==> config.mk <==
export PLATFORM = sky130hd
export DESIGN_NAME = jtag_master
export DESIGN_NICKNAME = d
export VERILOG_FILES = /design/src/rtl/jtag_master.sv
export SDC_FILE = /design/constraint.sdc
export NUM_CORES = 1
export LEC_CHECK = 0
export CAP_MARGIN = 20
export CORE_MARGIN = 1
export CORE_UTILIZATION = 53
export CTS_CLUSTER_SIZE = 40
export DETAILED_ROUTE_END_ITERATION = 7
export GPL_TIMING_DRIVEN = 0
export PLACE_DENSITY = 0.77
export SETUP_SLACK_MARGIN = 0.05
export SLEW_MARGIN = 20
export SYNTH_ARGS = -nofsm -noshare
export SYNTH_HDL_FRONTEND = slang
export SYNTH_SLANG_ARGS = --single-unit
==> constraint.sdc <==
create_clock -name wb_clk_i -period 3.99 [get_ports wb_clk_i]
set_clock_uncertainty 0.1 [all_clocks]
set_input_delay 1.197 -clock wb_clk_i [delete_from_list [all_inputs] [get_ports wb_clk_i]]
set_output_delay 1.197 -clock wb_clk_i [all_outputs]
set_load 0.02 [all_outputs]
==> src/rtl/jtag_master.sv <==
// jtag_master: Wishbone slave that shifts up to 32 TMS/TDI bits into a TAP,
// clocking TCK at a programmable rate and capturing TDO into a read-back register.
// Ports:
//   wb_clk_i, wb_rst_i      system clock, synchronous active-high reset
//   wb_cyc_i ... wb_adr_i   Wishbone slave request
//   wb_ack_o ... wb_data_o  Wishbone slave response
//   jtag_tck/tms/tdi/tdo    TAP pins
//   irq                     transfer-done interrupt, present only with JTAG_MASTER_IRQ_EN
// Registers (wb_adr_i[4:2]): 0 CONTROL, 1 DIVIDER, 2 TMS, 3 TDI, 4 TDO (read-only).
module jtag_master #(
    parameter int DIVIDER_WIDTH = 8
) (
    input  logic        wb_clk_i,
    input  logic        wb_rst_i,
    input  logic        wb_cyc_i,
    input  logic        wb_stb_i,
    input  logic        wb_we_i,
    input  logic [3:0]  wb_sel_i,
    input  logic [31:0] wb_data_i,
    input  logic [23:0] wb_adr_i,
    output logic        wb_ack_o,
    output logic        wb_stall_o,
    output logic        wb_error_o,
    output logic [31:0] wb_data_o,
    output logic        jtag_tck,
    output logic        jtag_tms,
    output logic        jtag_tdi,
    input  logic        jtag_tdo
`ifdef JTAG_MASTER_IRQ_EN
    ,
    output logic        irq
`endif
);

    typedef enum logic [1:0] {
        S_IDLE,
        S_LOW,
        S_HIGH
    } state_t;

    localparam logic [2:0] A_CTRL = 3'd0;
    localparam logic [2:0] A_DIV  = 3'd1;
    localparam logic [2:0] A_TMS  = 3'd2;
    localparam logic [2:0] A_TDI  = 3'd3;
    localparam logic [2:0] A_TDO  = 3'd4;

    state_t r_state;
    state_t w_next_state;

    logic [DIVIDER_WIDTH-1:0] r_divider;
    logic [DIVIDER_WIDTH-1:0] r_phase_cnt;
    logic [5:0]  r_count;
    logic [5:0]  r_bit_idx;
    logic [31:0] r_tms;
    logic [31:0] r_tdi;
    logic [31:0] r_tdo;
    logic        r_tck;
    logic        r_tms_o;
    logic        r_tdi_o;
    logic        r_ack;
    logic        r_err;
    logic        r_stall;
    logic [31:0] r_data_o;

    logic        w_req;
    logic [2:0]  w_reg;
    logic        w_busy;
    logic        w_cnt_ok;
    logic        w_err;
    logic        w_wr_ok;
    logic        w_start;
    logic [31:0] w_mask;
    logic [31:0] w_div_wr;
    logic [31:0] w_tms_wr;
    logic [31:0] w_tdi_wr;
    logic [31:0] w_rdata;
    logic        w_irq_bit;
    logic        w_phase_done;
    logic        w_last_bit;
    logic [5:0]  w_next_idx;
    logic        w_unused_ok;

`ifdef JTAG_MASTER_IRQ_EN
    logic r_irq_en;
    logic r_irq;
    assign w_irq_bit = r_irq_en;
    assign irq       = r_irq;
`else
    assign w_irq_bit = 1'b0;
`endif

    // Only the word index selects a register; the rest of the address is ignored.
    assign w_unused_ok = &{1'b0, wb_adr_i[23:5], wb_adr_i[1:0]};

    assign wb_ack_o   = r_ack;
    assign wb_error_o = r_err;
    assign wb_stall_o = r_stall;
    assign wb_data_o  = r_data_o;
    assign jtag_tck   = r_tck;
    assign jtag_tms   = r_tms_o;
    assign jtag_tdi   = r_tdi_o;

    // Bus decode, error classification and read mux.
    always_comb begin
        w_req    = wb_cyc_i & wb_stb_i & ~r_stall;
        w_reg    = wb_adr_i[4:2];
        w_busy   = (r_state != S_IDLE);
        w_cnt_ok = (wb_data_i[5:0] != 6'd0) && (wb_data_i[5:0] <= 6'd32);
        w_err    = (w_reg > A_TDO) ||
                   (wb_we_i && (w_busy || (w_reg == A_TDO) ||
                                ((w_reg == A_CTRL) && !w_cnt_ok)));
        w_wr_ok  = w_req & wb_we_i & ~w_err;
        w_start  = w_wr_ok && (w_reg == A_CTRL);
        w_mask   = {{8{wb_sel_i[3]}}, {8{wb_sel_i[2]}},
                    {8{wb_sel_i[1]}}, {8{wb_sel_i[0]}}};
        w_div_wr = (32'(r_divider) & ~w_mask) | (wb_data_i & w_mask);
        w_tms_wr = (r_tms & ~w_mask) | (wb_data_i & w_mask);
        w_tdi_wr = (r_tdi & ~w_mask) | (wb_data_i & w_mask);
        w_rdata  = '0;
        unique case (w_reg)
            A_CTRL:  w_rdata = {w_busy, w_irq_bit, 24'b0, r_count};
            A_DIV:   w_rdata = 32'(r_divider);
            A_TMS:   w_rdata = r_tms;
            A_TDI:   w_rdata = r_tdi;
            A_TDO:   w_rdata = r_tdo;
            default: w_rdata = '0;
        endcase
    end

    // Shift sequencer next state.
    always_comb begin
        w_next_state = r_state;
        w_phase_done = (r_phase_cnt == r_divider);
        w_last_bit   = (r_bit_idx == (r_count - 6'd1));
        w_next_idx   = r_bit_idx + 6'd1;
        unique case (r_state)
            S_IDLE: if (w_start) w_next_state = S_LOW;
            S_LOW:  if (w_phase_done) w_next_state = S_HIGH;
            S_HIGH: begin
                if (w_phase_done)
                    w_next_state = w_last_bit ? S_IDLE : S_LOW;
            end
            default: w_next_state = S_IDLE;
        endcase
    end

    always_ff @(posedge wb_clk_i) begin
        if (wb_rst_i)
            r_state <= S_IDLE;
        else
            r_state <= w_next_state;
    end

    always_ff @(posedge wb_clk_i) begin
        if (wb_rst_i) begin
            r_divider   <= '0;
            r_phase_cnt <= '0;
            r_count     <= '0;
            r_bit_idx   <= '0;
            r_tms       <= '0;
            r_tdi       <= '0;
            r_tdo       <= '0;
            r_tck       <= 1'b0;
            r_tms_o     <= 1'b0;
            r_tdi_o     <= 1'b0;
            r_ack       <= 1'b0;
            r_err       <= 1'b0;
            r_stall     <= 1'b0;
            r_data_o    <= '0;
`ifdef JTAG_MASTER_IRQ_EN
            r_irq_en    <= 1'b0;
            r_irq       <= 1'b0;
`endif
        end else begin
            // One outstanding access: stall covers the response cycle.
            r_stall <= w_req;
            r_ack   <= w_req & ~w_err;
            r_err   <= w_req & w_err;
            if (w_req)
                r_data_o <= (wb_we_i | w_err) ? 32'h0 : w_rdata;

            if (w_wr_ok) begin
                unique case (w_reg)
                    A_CTRL: begin
                        r_count <= wb_data_i[5:0];
`ifdef JTAG_MASTER_IRQ_EN
                        r_irq_en <= wb_data_i[30];
`endif
                    end
                    A_DIV:   r_divider <= w_div_wr[DIVIDER_WIDTH-1:0];
                    A_TMS:   r_tms <= w_tms_wr;
                    A_TDI:   r_tdi <= w_tdi_wr;
                    default: ;
                endcase
            end

            // TCK is a registered copy of the phase so the pin never glitches.
            r_tck <= (w_next_state == S_HIGH);

            if (w_next_state != r_state)
                r_phase_cnt <= '0;
            else if (r_state != S_IDLE)
                r_phase_cnt <= r_phase_cnt + DIVIDER_WIDTH'(1);

            if (w_start) begin
                r_bit_idx <= '0;
                r_tdo     <= '0;
                r_tms_o   <= r_tms[0];
                r_tdi_o   <= r_tdi[0];
            end else if ((r_state == S_LOW) && w_phase_done) begin
                r_tdo[r_bit_idx[4:0]] <= jtag_tdo;
            end else if ((r_state == S_HIGH) && w_phase_done && !w_last_bit) begin
                r_bit_idx <= w_next_idx;
                r_tms_o   <= r_tms[w_next_idx[4:0]];
                r_tdi_o   <= r_tdi[w_next_idx[4:0]];
            end

`ifdef JTAG_MASTER_IRQ_EN
            if (w_start)
                r_irq <= 1'b0;
            else if ((r_state == S_HIGH) && (w_next_state == S_IDLE) && r_irq_en)
                r_irq <= 1'b1;
`endif
        end
    end

endmodule
# Word-level counts from Yosys, hierarchy flattened
# Cells that the tools add are included.
# W data, S select, Z words.
dict set report word_totals {
  reg_bits 164
  latch_bits 0
  mem_bits_rw 0
  rom_bits 0
  inputBits 66
  output_inout_bits 38
  wordCells 98
  memories 0
}
dict set report op_classes {
  addsub 3
  multipliers 0
  div 0
  magnitude_cmp 5
  n_eq_ne 11
  shift 0
  n_mux 20
  n_bitwise 18
  n_reduce_logical 26
}
# operator count
set ops {}
lappend ops {{$pmux W32 S5} 1}
lappend ops {{$and A32 B32 Y32} 3}
lappend ops {{$or A32 B32 Y32} 2}
lappend ops {{$bwmux W32} 1}
lappend ops {{$mux W32} 1}
lappend ops {{$not A32 Y32} 1}
lappend ops {{$lt A5 B6 Y1 const B} 2}
lappend ops {{$reduce_and A2 Y1} 6}
lappend ops {{$bmux W1 S5} 2}
lappend ops {{$mux W1} 10}
lappend ops {{$add A8 B1 Y8 const B} 1}
lappend ops {{$and A8 B8 Y8} 1}
lappend ops {{$eq A8 B8 Y1} 1}
lappend ops {{$logic_and A1 B1 Y1} 8}
lappend ops {{$or A8 B8 Y8} 1}
lappend ops {{$add A6 B1 Y6 const B} 1}
lappend ops {{$and A1 B1 Y1} 6}
lappend ops {{$eq A3 B2 Y1 const B} 2}
lappend ops {{$eq A6 B6 Y1} 1}
lappend ops {{$le A6 B6 Y1 const B} 1}
lappend ops {{$mux W2} 3}
lappend ops {{$pmux W2 S3} 1}
lappend ops {{$reduce_bool A6 Y1} 1}
lappend ops {{$sub A6 B1 Y6 const B} 1}
lappend ops {{other kinds (17)} 25}

# Logic depth before layout (Yosys ltp)
# Gate-level depths: netlist of run 1.
dict set report logic_depth {
  word_depth 14
  depth_mapped 10
}

# Worst setup path after synthesis of run 1
# Ideal clock, no wire load.
dict set report synth_timing {
  path_type {register -> register}
  startpoint {reg r_bit_idx[0]}
  endpoint {reg r_tdi_o, in the netlist jtag_tdi}
  setup_ps 135
  arrival_ps 2668
  required_time_ps 3755
  setup_slack_ps 1088
  path_stages_with_launch 11
  period_less_slack_ps 2902
  cell_sequence {dfxtp_1 -> buf_2 -> clkinv_1 -> ha_1 -> buf_2 -> buf_2 -> mux4_2 -> a221oi_1 -> a21oi_1 -> nand3_1 -> a311oi_1}
}
dict set report synth_via {
  elab_chain_cells 6
}
# item line_no
set synth_rtl {}
lappend synth_rtl {{start, declared} 53} ;# logic [5:0] r_bit_idx;
lappend synth_rtl {{start signal, assigned} 213} ;# r_bit_idx <= w_next_idx;
lappend synth_rtl {{$add A6 B1 Y6} 135} ;# w_next_idx = r_bit_idx + 6'd1;
lappend synth_rtl {{via w_next_idx[0]} 80} ;# logic [5:0] w_next_idx;
lappend synth_rtl {{$bmux W1 S5} 215} ;# r_tdi_o <= r_tdi[w_next_idx[4:0]];
lappend synth_rtl {{$mux W1 (not written as such)} 215}
lappend synth_rtl {{$mux W1} 212} ;# end else if ((r_state == S_HIGH) && w_phase_done && !w_last_bit) begin
lappend synth_rtl {{$mux W1} 210} ;# end else if ((r_state == S_LOW) && w_phase_done) begin
lappend synth_rtl {{$mux W1} 205} ;# if (w_start) begin
lappend synth_rtl {{end signal, assigned} 209} ;# r_tdi_o <= r_tdi[0];
lappend synth_rtl {{end signal, assigned} 215}
lappend synth_rtl {{end, declared} 59} ;# logic r_tdi_o;
# The timed path passes the listed nets, and every way through them passes these cells. The select of a mux whose other input is x is not followed.
# A chain may end at the register's enable or synchronous reset.

==> key figures, run 1 <==
Layout
  • Layout cells sized above 1: 8.655%
  • # diodes: 0
  • Area Growth Syn to Fin: 19.32%
  • Nets: approximately 1100
  • Post-route insts no fill: 1247

Setup path
  • Max incr delay on CP: ~0.76 ns
  • Critical path type: primary input to flip-flop
  • CP Max Fanout: 9
  • WP data arrival: roughly 3.8 ns
  • CP endpoint kind: flip-flop
  • Crit-path slowest cell: nor2_1
  • Critical path buffers and inverters: 1
  • Required time worst endpoint: 4.17 ns
  • Worst path top cell family by delay: simple AND/OR/NAND/NOR gates
  • Worst setup SP type: primary input
  • Critical-path cell list: clkdlybuf4s50_1 -> nor4b_1 -> nand3_1 -> nor2_1 -> nand2_1 -> nand2_1 -> a21oi_1
  • Cell mode on critical path: nand2_1

Yosys
  • Count leader, synth: dfxtp_1
  • Main synth FF type: dfxtp_1
  • Post-synth top area share: 41.09%
  • YS warnings: 0
  • Largest cells by area after synthesis: dfxtp_1 41%, nand2_1 6.8%, a21oi_1 6.5%
  • FFs w/ async S/R, synth: 0%
  • FF+latch count, synth: 164
  • Post-synthesis net count: approximately 1000
  • Cell taking the most area after synthesis: dfxtp_1
  • Post-Synthesis Cells: 956
  • Mapped cell area: 7990 µm²
  • Number of synthesized flops with an enable pin: 0
  • Register area share after synthesis: 41.09%
  • Synth cell types: between 50 and 60
  • Mean area per synthesized cell: 8.358 µm²
  • Top cells by count, synth: 164 x dfxtp_1, 144 x nand2_1, 104 x a21oi_1, 104 x nor2_1, 74 x nand3_1

Floorplan
  • Core Region: between 10000 and 15000 µm²
  • Die ar.: between 15000 and 20000 µm²
  • Die Wd: between 100 and 150 µm
  • I/O pin total: roughly 100
  • Row cnt: 44
  • Die Ht: 124.8 µm
  • Initial Utilization: 54.56%

Clock network
  • Root buf cell: clkbuf_16
  • Clock buffer depth: 2
  • Latest clock arrival within the worst-skew pair: around 0.43 ns
  • Clock Sinks: 164
  • CTS Buf Count: 17
  • CTS tree: done
  • Post-CTS sizing: 0
  • Worst-path clk slew: about 0.070 ns
  • H-tree Lvls: 4
  • Post-CTS Setup Inserts: 0
  • Hold_buf cts: 0

STA
  • Worst setup margin: 0.3492 ns
  • Final Max Tran Viols: 0
  • Final Critical Period: 3.641 ns
  • Headroom to the max-slew limit: 32.29%
  • Fmax: 274.7 MHz
  • Worst Tran Pin Value: 1.010 ns
  • RSZ-0062 raised after global routing: false
  • Setup TNS: 0 ns
  • Period utilisation layout: between 90% and 100%
  • Final Hold Violating Endpoints: 0
  • Final setup fails: 0

Power
  • Max VDD drop: about 300 µV
  • Sw Ratio: between 20% and 30%
  • Clock share of power: 45.7%
  • NetSw: 0.7957 mW
  • Sequential fraction of design power: approximately 50%
  • Power Total: 3.388 mW
  • Logic pwr share: 5.7%
  • Leak Pwr: 3.295 nW
  • Internal: 2.593 mW
  • Pwr dens: 355.4 nW/µm²

Routing
  • Via count: 7466
  • Vias per std cell: 5.987
  • Wire length per cell: between 15 and 20 µm
  • DRC: 2
  • Post-route ant nets: 0
  • Routed WL: 23.14 mm
  • Initial DRC Count: roughly 750
  • DR pass1 iterations: 7

Placed design
  • Place WS: 0.1114 ns
  • Port Buffers: 77
  • Routability congestion estimate: 0.9669
  • Hpwl dp: roughly 17 mm
  • Placed cells: 1217

Global route
  • GR Overflow Total: 0
  • Wire length of the first global-routing pass: 37.06 mm
  • Total global-route track usage: 30.56%
  • Initial antenna violation count: 0
  • Largest net degree at the start of global routing: 17
  • Vias in the first global route: just under 7000

Min path
  • Path category of the worst min-delay check: flip-flop to flip-flop

Status
  • Status: finished, violations left
  • Failing checks: design-rule violations

Job
  • Number of max-cap violations: 0
## final timing paths
check,from,to,slack (ns),cells past startpoint
worst max-delay path,wb_we_i,flip-flop,0.35,7
worst min-delay path,flip-flop,flip-flop,0.37,2
worst max register to register,r_bit_idx[0],jtag_tdi,0.46,10
worst min register to register,flip-flop,flip-flop,0.37,2
## cell families (layout without fill, tap and decap cells)
| group | count (synthesis) | after routing | share of synthesized area [%] |
|---|---|---|---|
| AO/OA/AOI/OAI | 238 | 238 | 17.55 |
| XOR/XNOR | 27 | 27 | 3.054 |
| adder cells (fa/ha/maj) | 6 | 6 | 0.9395 |
| buffers and inverters | 79 | 186 | 4.682 |
| flip-flops | 164 | 164 | 41.09 |
| multiplexers | 72 | 72 | 11.74 |
| AND/OR/NAND/NOR | 370 | 370 | 20.94 |
## metal layers
metal	vias to the layer above	share of wire [%]	GRT usage (%)
met1	3574	45	42.54
met2	304	45	47.46
met4	0	2.1	11.40
li1	3560	-	-
met5	-	0	0
met3	28	7.9	5.155
## final cells by class
| class | count | area (µm²) |
|---|---|---|
| Buffer | 71 | 344.1 |
| Fill cell | 1232 | 5110 |
| Sequential cell | 164 | 3283 |
| Timing Repair Buffer | 77 | 770.7 |
| Clock inverter | 9 | 82.58 |
| Inverter | 8 | 30.03 |
| Tap cell | 184 | 230.2 |
| Clock buffer | 21 | 460.4 |
| Multi-Input combinational cell | 713 | 4333 |
## through the flow
stage               instance area [µm²]  hold WS [ns]  util, %
finish                             9534        0.3698    65.11
global route                       9534        0.3924    65.11
CTS                                9534        0.3677    65.11
detailed placement                 8991        0.3589    61.40
global placement                   8991        0.3544    61.40
floorplan                          7990        0.3427        -
## worst register-to-register path: stages (launching register included)
cell,delay [ns]
dfxtp_1,0.48
buf_2,0.33
clkinv_1,0.33
ha_1,0.39
buf_2,0.26
buf_2,0.38
mux4_2,0.56
mux2i_1,0.23
a2bb2oi_1,0.11
nand3_1,0.12
a311oi_1,0.09
## power by group through the flow
stage               Sequential (mW)  Clock (mW)  Combinational, mW
detailed placement             1.68           0              0.189
global placement               1.68           0              0.187
global route                   1.64        1.63              0.206
floorplan                      1.68           0             0.0972
finish                         1.65        1.55              0.194
CTS                            1.65        1.55              0.190
## placed cells by master, fill, tap and decap left out, types with 14 or more instances in the layout
cell type        count
a22oi_1             46
clkbuf_1            50
buf_2               14
clkdlybuf4s50_1     77
mux4_2              16
nand2_1            144
nand3_1             74
a21oi_1            104
nor2_1             104
mux2i_1             45
dfxtp_1            164
clkbuf_16           17
xor2_1              17
o21ai_0             58
Power figures use the tool's default switching activity.
==> run 2: changes to the inputs <==
CTS_BUF_LIST = sky130_fd_sc_hd__clkbuf_16   (was not set)
DONT_BUFFER_PORTS = 1   (was not set)
PLACE_DENSITY = 0.68   (was 0.77)
clock period = 3.8 ns   (was 3.99 ns; I/O delays follow)
==> key figures, run 2 (same netlist as run 1, synthesis figures left out) <==
Global route
  • Wire length of the first global-routing pass: 36.25 mm (was 37.06 mm)
  • Initial antenna violation count: 0 (unchanged)
  • Total global-route track usage: 30.06% (was 30.56%)
  • GR Overflow Total: 0 (unchanged)
  • Largest net degree at the start of global routing: 17 (unchanged)
  • Vias in the first global route: 6628 (was 6904)

STA
  • Headroom to the max-slew limit: 37.45% (was 32.29%)
  • Worst setup margin: 0.3566 ns (was 0.3492 ns)
  • Final Hold Violating Endpoints: 0 (unchanged)
  • Fmax: 290.4 MHz
  • Final Critical Period: 3.443 ns
  • Worst Tran Pin Value: 0.9326 ns (was 1.010 ns)
  • Final Max Tran Viols: 0 (unchanged)
  • Hold_ws: 0.3708 ns (was 0.3698 ns)
  • RSZ-0062 raised after global routing: false (unchanged)
  • Period utilisation layout: between 90% and 100%
  • Setup TNS: 0 ns (unchanged)
  • Final setup fails: 0 (unchanged)

Placed design
  • Hpwl dp: 16.86 mm (was 16.71 mm)
  • Port Buffers: 0 (was 77)
  • Placed cells: 1140 (was 1217)
  • Area post-placement: 8220 µm² (was 8991 µm²)
  • Routability congestion estimate: 0.8652 (was 0.9669)
  • Place WS: 0.2748 ns (was 0.1114 ns)

Setup path
  • Required time worst endpoint: 3.99 ns (was 4.17 ns)
  • CP Max Fanout: 10 (was 9)
  • Critical path type: flip-flop to flip-flop (was primary input to flip-flop)
  • CP endpoint kind: flip-flop (unchanged)
  • R2R Setup Slk: 0.36 ns (was 0.46 ns)
  • Worst setup SP type: flip-flop (was primary input)
  • WP data arrival: 3.63 ns (was 3.82 ns)

Floorplan
  • Initial Utilization: 54.56% (unchanged)
  • Die Wd: 124.8 µm (unchanged)
  • Die ar.: 15570 µm² (unchanged)
  • Core Region: 14640 µm² (unchanged)
  • Die Ht: 124.8 µm (unchanged)
  • I/O pin total: 104 (unchanged)
  • Row cnt: 44 (unchanged)

Job
  • Number of max-cap violations: 0 (unchanged)

Routing
  • Initial DRC Count: 647 (was 746)
  • Post-route ant nets: 0 (unchanged)
  • Via count: 7069 (was 7466)
  • DR pass1 iterations: 7 (unchanged)
  • Wire length per cell: 19.46 µm (was 18.56 µm)
  • Vias per std cell: 6.032 (was 5.987)
  • DRC: 3 (was 2)
  • Routed WL: 22.81 mm (was 23.14 mm)

Clock network
  • Clock buffer depth: 2 (unchanged)
  • Root buf cell: clkbuf_16 (unchanged)
  • CTS tree: done (unchanged)
  • Worst-path clk slew: 0.06 ns (was 0.07 ns)
  • Hold_buf cts: 0 (unchanged)
  • Clock Sinks: 164 (unchanged)
  • CTS Buf Count: 17 (unchanged)
  • H-tree Lvls: 4 (unchanged)
  • Latest clock arrival within the worst-skew pair: 0.44 ns (was 0.43 ns)

Layout
  • Area Growth Syn to Fin: 10.29% (was 19.32%)
  • Post-route insts no fill: 1172 (was 1247)
  • # diodes: 0 (unchanged)
  • Layout cells sized above 1: 9.211% (was 8.655%)
  • Final Util: 60.18% (was 65.11%)
  • Post-route cell area: 8812 µm² (was 9534 µm²)
  • Commonest non-fill, non-tap cell in the layout: dfxtp_1 (unchanged)
  • Most frequent cells in the layout: 164 x dfxtp_1, 144 x nand2_1, 104 x nor2_1, 104 x a21oi_1, 74 x nand3_1 (was 164 x dfxtp_1, 144 x nand2_1, 104 x nor2_1, 104 x a21oi_1, 77 x clkdlybuf4s50_1)
  • Nets: 1047 (was 1124)

Status
  • Status: finished, violations left (unchanged)
  • Failing checks: design-rule violations (unchanged)

Min path
  • Path category of the worst min-delay check: flip-flop to flip-flop (unchanged)

Power
  • Power Total: 3.617 mW (was 3.388 mW)
  • Leak Pwr: 3.045 nW (was 3.295 nW)
  • Pwr dens: 410.5 nW/µm² (was 355.4 nW/µm²)
  • Max VDD drop: 355.4 µV (was 295.2 µV)
-- run 2: changes by cell type in the layout (fill, tap and decap cells not counted), moves of 2 or more --
cell and delta:
bufinv_16 +2, clkbuf_1 -2, clkbuf_8 -2, clkdlybuf4s50_1 -77, clkinv_1 +4, clkinv_2 -2
clkinv_4 +2, clkinvlp_4 -3, inv_6 +2
-- run 2: power by group --
part	switching [mW]	total [mW]	internal [mW]	leakage (nW)
combinational	0.107	0.145	0.0375	1.44
clock	0.718	1.74	1.03	0.285
sequential	0.00577	1.73	1.72	1.32
-- run 2: area by class of cell --
cell class | instances | area (µm²)
flip-flops and latches | 164 | 3283
clock buffers | 17 | 425.4
multi-input cells | 713 | 4333
well taps | 184 | 230.2
clock inverters | 15 | 163.9
plain buffers | 71 | 346.6
inverters | 8 | 30.03
fillers | 1353 | 5832
-- run 2: what timing repair did --
action                                  4_1_cts  5_1_grt
setup buffers                                 0        0
gates resized for setup                       0        1
endpoints found under the setup margin        0        1
-- run 2: worst max-delay path, cell delays in order, from the launching register on --
cell,delay [ns]
dfxtp_1,0.49
buf_2,0.33
clkinv_1,0.31
ha_1,0.37
buf_2,0.26
clkbuf_4,0.33
mux4_2,0.53
a221oi_1,0.29
a21oi_1,0.07
nand3_1,0.13
a311oi_1,0.10
-- run 2: worst paths after layout --
kind                              startpoint        end  cells after the start
worst max-delay path            r_bit_idx[0]   jtag_tdi                     10
worst min-delay path               flip-flop  flip-flop                      2
worst max register to register  r_bit_idx[0]   jtag_tdi                     10
worst min register to register     flip-flop  flip-flop                      2
-- run 2: per-layer routing --
layer	part of all wire [%]	vias to the layer above	routed length (µm)	GRT usage [%]
met5	0	-	0	0
met1	46	3378	10520	42.26
met4	1.7	0	379	9.731
li1	-	3408	-	-
met3	7.3	27	1662	6.057
met2	45	256	10250	46.03
